===== src/rtl/lcv_div_seq_if.sv =====
// Operand/result handshake bundle for lcv_div_seq.
// Valid/ready on both the operand and the result side.
interface lcv_div_seq_if #(
  parameter int WIDTH_NUM = 32,
  parameter int WIDTH_DEN = 16
);
  logic                 inp_valid;
  logic                 inp_ready;
  logic [WIDTH_NUM-1:0] num;
  logic [WIDTH_DEN-1:0] den;
  logic                 outp_valid;
  logic                 outp_ready;
  logic [WIDTH_NUM-1:0] quo;
  logic [WIDTH_DEN-1:0] rem;
  logic                 dbz;

  modport master (
    output inp_valid, num, den, outp_ready,
    input  inp_ready, outp_valid, quo, rem, dbz
  );

  modport slave (
    input  inp_valid, num, den, outp_ready,
    output inp_ready, outp_valid, quo, rem, dbz
  );
endinterface


===== src/rtl/lcv_div_seq.sv =====
// Iterative radix-2 restoring divider, one quotient bit per cycle.
// Signed mode divides magnitudes and fixes signs in a final step.
module lcv_div_seq #(
  parameter int WIDTH_NUM = 32,
  parameter int WIDTH_DEN = 16,
  parameter int SIGNED    = 1
) (
  input logic         clk,
  input logic         rst,
  lcv_div_seq_if.slave bus
);
  localparam int CW = $clog2(WIDTH_NUM + 1);

  localparam logic [1:0] S_IDLE = 2'd0;
  localparam logic [1:0] S_RUN  = 2'd1;
  localparam logic [1:0] S_FIX  = 2'd2;
  localparam logic [1:0] S_DONE = 2'd3;

  logic [1:0]           r_state;
  logic                 r_inp_ready;
  logic                 r_outp_valid;
  logic [WIDTH_NUM-1:0] r_acc;
  logic [WIDTH_DEN:0]   r_prem;
  logic [WIDTH_DEN-1:0] r_den;
  logic [WIDTH_DEN-1:0] r_num_lo;
  logic                 r_sn;
  logic                 r_sq;
  logic                 r_dz;
  logic [CW-1:0]        r_cnt;
  logic [WIDTH_NUM-1:0] r_quo;
  logic [WIDTH_DEN-1:0] r_rem;
  logic                 r_dbz;

  logic                 w_num_neg;
  logic                 w_den_neg;
  logic [WIDTH_NUM-1:0] w_num_mag;
  logic [WIDTH_DEN-1:0] w_den_mag;
  logic [WIDTH_DEN:0]   w_shift;
  logic [WIDTH_DEN+1:0] w_diff;
  logic                 w_ge;
  logic                 w_last;
  logic [WIDTH_NUM-1:0] w_quo_fix;
  logic [WIDTH_DEN-1:0] w_rem_fix;

  assign bus.inp_ready  = r_inp_ready;
  assign bus.outp_valid = r_outp_valid;
  assign bus.quo        = r_quo;
  assign bus.rem        = r_rem;
  assign bus.dbz        = r_dbz;

  always_comb begin
    w_num_neg = (SIGNED != 0) && bus.num[WIDTH_NUM-1];
    w_den_neg = (SIGNED != 0) && bus.den[WIDTH_DEN-1];
    w_num_mag = w_num_neg ? -bus.num : bus.num;
    w_den_mag = w_den_neg ? -bus.den : bus.den;
    // Partial remainder gains the next dividend bit from the shifting accumulator
    w_shift   = {r_prem[WIDTH_DEN-1:0], r_acc[WIDTH_NUM-1]};
    w_diff    = {1'b0, w_shift} - {2'b00, r_den};
    w_ge      = ~w_diff[WIDTH_DEN+1];
    w_last    = (r_cnt == CW'(WIDTH_NUM - 1));
    w_quo_fix = r_sq ? -r_acc : r_acc;
    w_rem_fix = r_sn ? -r_prem[WIDTH_DEN-1:0] : r_prem[WIDTH_DEN-1:0];
    if (r_dz) begin
      w_quo_fix = '1;
      w_rem_fix = r_num_lo;
    end
  end

  always_ff @(posedge clk or posedge rst) begin
    if (rst) begin
      r_state      <= S_IDLE;
      r_inp_ready  <= 1'b1;
      r_outp_valid <= 1'b0;
      r_acc        <= '0;
      r_prem       <= '0;
      r_den        <= '0;
      r_num_lo     <= '0;
      r_sn         <= 1'b0;
      r_sq         <= 1'b0;
      r_dz         <= 1'b0;
      r_cnt        <= '0;
      r_quo        <= '0;
      r_rem        <= '0;
      r_dbz        <= 1'b0;
    end else begin
      case (r_state)
        S_IDLE: begin
          if (bus.inp_valid) begin
            r_acc       <= w_num_mag;
            r_den       <= w_den_mag;
            r_num_lo    <= bus.num[WIDTH_DEN-1:0];
            r_sn        <= w_num_neg;
            r_sq        <= w_num_neg ^ w_den_neg;
            r_dz        <= (bus.den == '0);
            r_prem      <= '0;
            r_cnt       <= '0;
            r_inp_ready <= 1'b0;
            r_state     <= S_RUN;
          end
        end
        S_RUN: begin
          r_prem <= w_ge ? w_diff[WIDTH_DEN:0] : w_shift;
          r_acc  <= {r_acc[WIDTH_NUM-2:0], w_ge};
          r_cnt  <= r_cnt + CW'(1);
          if (w_last) r_state <= S_FIX;
        end
        S_FIX: begin
          r_quo        <= w_quo_fix;
          r_rem        <= w_rem_fix;
          r_dbz        <= r_dz;
          r_outp_valid <= 1'b1;
          r_state      <= S_DONE;
        end
        default: begin
          if (bus.outp_ready) begin
            r_outp_valid <= 1'b0;
            r_inp_ready  <= 1'b1;
            r_state      <= S_IDLE;
          end
        end
      endcase
    end
  end
endmodule

===== src/flat_wrapper.sv =====
// flat-port wrapper written by rule: the top's interface ports become plain ports
module lcv_div_seq_flat 
#(
  parameter int WIDTH_NUM = 32,
  parameter int WIDTH_DEN = 16,
  parameter int SIGNED    = 1
)
  (clk, rst, bus_inp_valid, bus_num, bus_den, bus_outp_ready, bus_inp_ready, bus_outp_valid, bus_quo, bus_rem, bus_dbz);
  lcv_div_seq_if #(.WIDTH_NUM(WIDTH_NUM), .WIDTH_DEN(WIDTH_DEN)) bus_i ();
  input logic clk;
  input logic rst;
  input wire logic [$bits(bus_i.inp_valid)-1:0] bus_inp_valid;
  input wire logic [$bits(bus_i.num)-1:0] bus_num;
  input wire logic [$bits(bus_i.den)-1:0] bus_den;
  input wire logic [$bits(bus_i.outp_ready)-1:0] bus_outp_ready;
  output wire logic [$bits(bus_i.inp_ready)-1:0] bus_inp_ready;
  output wire logic [$bits(bus_i.outp_valid)-1:0] bus_outp_valid;
  output wire logic [$bits(bus_i.quo)-1:0] bus_quo;
  output wire logic [$bits(bus_i.rem)-1:0] bus_rem;
  output wire logic [$bits(bus_i.dbz)-1:0] bus_dbz;
  assign bus_i.inp_valid = bus_inp_valid;
  assign bus_i.num = bus_num;
  assign bus_i.den = bus_den;
  assign bus_i.outp_ready = bus_outp_ready;
  assign bus_inp_ready = bus_i.inp_ready;
  assign bus_outp_valid = bus_i.outp_valid;
  assign bus_quo = bus_i.quo;
  assign bus_rem = bus_i.rem;
  assign bus_dbz = bus_i.dbz;
  lcv_div_seq #(.WIDTH_NUM(WIDTH_NUM), .WIDTH_DEN(WIDTH_DEN), .SIGNED(SIGNED)) u_core (.clk(clk), .rst(rst), .bus(bus_i));
endmodule

===== config.mk =====
export PLATFORM = sky130hd
export DESIGN_NAME = lcv_div_seq_flat
export DESIGN_NICKNAME = d
export VERILOG_FILES = /design/src/rtl/lcv_div_seq_if.sv /design/src/rtl/lcv_div_seq.sv /design/src/flat_wrapper.sv
export SDC_FILE = /design/constraint.sdc
export NUM_CORES = 1
export LEC_CHECK = 0
export CAP_MARGIN = 10
export CORE_MARGIN = 2
export CORE_UTILIZATION = 45
export CTS_BUF_LIST = sky130_fd_sc_hd__clkbuf_8
export DETAILED_ROUTE_END_ITERATION = 8
export HOLD_SLACK_MARGIN = 0.03
export PLACE_DENSITY_LB_ADDON = 0.25
export SYNTH_ARGS = -nofsm -noshare
export SYNTH_HDL_FRONTEND = slang
export SYNTH_SLANG_ARGS = --single-unit
export TNS_END_PERCENT = 20

===== constraint.sdc =====
create_clock -name clk -period 8.6 [get_ports clk]
set_input_delay 1.72 -clock clk [delete_from_list [all_inputs] [get_ports clk]]
set_output_delay 1.72 -clock clk [all_outputs]
set_load 0.005 [all_outputs]

==> results_dict.tcl <==
set metrics [dict create \
    avgSynthCellArea_um2 9.210 \
    drtIter0Drc 561 \
    fin_nets 1057 \
    yosysTopAreaCell "dfrtp_1" \
    clkTransAtPathRegs_ps 80 \
    cts_setup_buffers 0 \
    min_path_type "reg2reg" \
    io-pin-count 103 \
    gp_congestion 0.8750 \
    postLayoutCellArea_um2 9960 \
    hpwl_um 14890 \
    timing.final.hold_violations 0 \
    status "finished, final reports clean" \
    layout-drive-gt1-share_pct 8.056 \
    synth_xor_area_share_pct 10.66 \
    dp_cells 1189 \
    finalMaxSlewViolations 0 \
    synthFlopType "dfrtp_1" \
    grt_pass1_wl_um 34050 \
    fin_tns_setup_ps 0 \
    clockBufferDepth 2 \
    grt_antenna_before_repair 0 \
    p_leak_nw 4.263 \
    coreArea_um2 18020 \
    numCtsBuffers 17 \
    grt_pass1_vias 6510 \
    maxCapViolCount 0 \
    clock-sinks 142 \
    finalCritPeriodShare_pct 47.23 \
    synthTopCellsByCount "dfrtp_1 (141), o21ai_0 (95), nand2_1 (85)" \
    num_rows 49 \
    port_buffers 102 \
    layout.cells.non_filler 1222 \
    ir_drop_v 0.0002364 \
    dp_slack_ps 4082 \
    synth_compound_area_share_pct 20.33 \
    rsz0062_at_grt "no" \
    overflow 0 \
    ys_types 55 \
    synth_seq_cells 142 \
    seq_area_um2 3555 \
    synth_warnings 0 \
    synth_edf_count 0 \
    crit_family "simple AND/OR/NAND/NOR gates" \
    power-per-cell-area_nw_per_um2 382.9 \
    start_kind "input pin" \
    diodes 0 \
    synthAdderAreaFrac_pct 3.860 \
    cts_root_buffer "clkbuf_8" \
    multiInputGateArea_um2 4408 \
    synth_nets 978 \
    finalSetupViolations 0 \
    fp.dieArea_um2 19540 \
    synth_most_common_cell "dfrtp_1" \
    critPathSlowestCell "nor4_1" \
    areaGrowthSynthToFinish_pct 20.02 \
    clock_latency_ps 460 \
    routedWlPerCell_um 17.00 \
    yosysTopAreaCellShare_pct 42.52 \
    cp_num_buf_inv 1 \
    placed_cell_area_um2 9485 \
    synth.top_cells.by_area "dfrtp_1 (43%), xor2_1 (8.9%), o21ai_0 (5.7%)" \
    tightest_slew_ps 1027 \
    initial_utilization_pct 46.04 \
    async_reset_ff_share_pct 100.0 \
    crit_path_max_fanout 5 \
    synth_cells 901 \
    setup_ws_ps 4538 \
    die_w_um 139.8 \
    cts.repair.resized 0 \
    grt_max_degree 78 \
    synth_top_family_by_area "compound AO/OA/AOI/OAI gates" \
    worstSetupPathType "in2reg" \
    slew_headroom_pct 31.51 \
    cts_hold_buf 0 \
    vias 6879 \
    htree_levels 4 \
    synth-simple-area-share_pct 12.74 \
    drcViolationCount 0 \
    cp_common_cell "nand2b_1" \
    path_cells "clkdlybuf4s50_1, nor4_1, nand3_1, nand2b_1, nand2b_1, o31ai_1, xor2_1, a21oi_1" \
    yosysSeqAreaShare_pct 42.84 \
    gr-usage-all-layers_pct 21.69 \
    syn_area_um2 8298 \
    synth.area.mux_share_pct 5.428 \
    maxClockFrequency_ghz 0.2462 \
    drtAntennaViolNets 0 \
    cp_data_arrival_time_ps 4380 \
    drt_wl_total_um 20770 \
    n_fill_cell 1662 \
    via_per_inst 5.629 \
    fin_crit_ps 4062 \
    die_y_um 139.8 \
    drt_pass1_iterations 5 \
    clock-skew-final_ps 9.234 \
    cp_data_required_time_ps 8910 \
    critPathCaptureType "register" \
    fin_hold_ws_ps 492.2 \
    cts_tree "built" \
    max_stage_delay_ps 720 \
]
## report_power, final
part / switching, mW / internal, mW
Combinational: 1.01 / 0.914
Clock: 0.270 / 0.353
Sequential: 0.294 / 0.972
Total: 1.57 / 2.24
## metal layers
layer	GRT usage [%]	wire (um)	vias to the layer above
met5	0	0	-
met4	7.105	321	0
met3	3.716	1040	24
met2	33.22	9549	164
met1	31.35	9856	3323
li1	-	-	3368
## path summary, 6_finish.rpt
check,from,endpoint,slack (ps),cells after the start
max in group asynchronous,rst,u_core.r_acc[29],5530,3
min,u_core.r_den[7],u_core.r_den[7],490,2
min reg2reg,u_core.r_den[7],u_core.r_den[7],490,2
min in group asynchronous,rst,u_core.bus.quo[1],1750,2
max reg2reg,u_core.r_prem[0],u_core.r_prem[9],5270,8
max,bus_num[2],u_core.r_acc[30],4540,8
## layout by cell type, fill, tap and decap left out, types with 3 or more instances in the layout
cell type,synthesis,layout
buf_4,0,8
nor3_1,5,5
and3_1,3,3
nor4_1,5,5
or4_1,11,11
a211oi_1,4,4
dfrtp_1,141,141
o31ai_1,25,25
a22o_1,4,4
nand2b_1,6,6
mux2i_1,18,18
o22ai_1,15,15
inv_6,0,3
inv_1,40,39
a22oi_1,20,20
clkbuf_8,0,18
nand4_1,3,3
xor2_1,84,84
a21o_1,8,8
mux2_2,24,24
clkinv_2,0,4
o41ai_1,14,14
xnor2_1,17,17
and2_1,3,3
ha_1,24,23
clkdlybuf4s50_1,0,102
nand2_1,85,84
bufinv_16,0,5
o21ai_1,5,4
a31oi_1,9,9
a21oi_1,59,59
o31ai_2,3,3
nor2_1,64,64
nor2b_1,6,6
o21ai_0,95,95
or3_1,14,14
nand3_1,7,7
or2_2,5,5
## worst register-to-register path: cells and delay by family (launching register included)
| family | cells | cell delay, ps |
|---|---|---|
| AND/OR/NAND/NOR | 3 | 970 |
| AO/OA/AOI/OAI | 4 | 1430 |
| flip-flops | 1 | 510 |
| adder cells (fa/ha/maj) | 1 | 330 |
## cells by family (layout without fill, tap and decap cells)
family          Yosys count  count (layout)
compound gates          274             274
fa+ha+maj                25              25
mux                      42              42
flops                   142             142
buf+inv                  91             183
xor+xnor                101             101
simple gates            226             226
## registers in the layout, summed over array words and instances, names as in the netlist
signal,count
u_core.bus.quo,32
u_core.r_acc,32
u_core.bus.rem,16
u_core.r_den,16
u_core.r_num_lo,16
u_core.r_prem,16
u_core.r_cnt,6
u_core.r_state,2
u_core.bus.dbz,1
u_core.bus.inp_ready,1
u_core.bus.outp_valid,1
u_core.r_dz,1
u_core.r_sn,1
u_core.r_sq,1
## area by class of cell
| class | instances | share of cell area, % |
|---|---|---|
| clock inverters | 14 | 2.123 |
| clock buffers | 18 | 2.487 |
| multi-input cells | 668 | 44.26 |
| repair buffers | 111 | 11.01 |
| flip-flops and latches | 142 | 35.69 |
| inverters | 40 | 1.558 |
| well taps | 229 | 2.877 |
## per-stage QoR
stage,power (mW),util [%]
2_1_floorplan,2.546,-
5_1_grt,4.117,55.25
3_3_place_gp,3.156,52.62
6_report,3.813,55.25
4_1_cts,3.831,55.17
3_5_place_dp,3.200,52.62
Power figures use the tool's default switching activity.
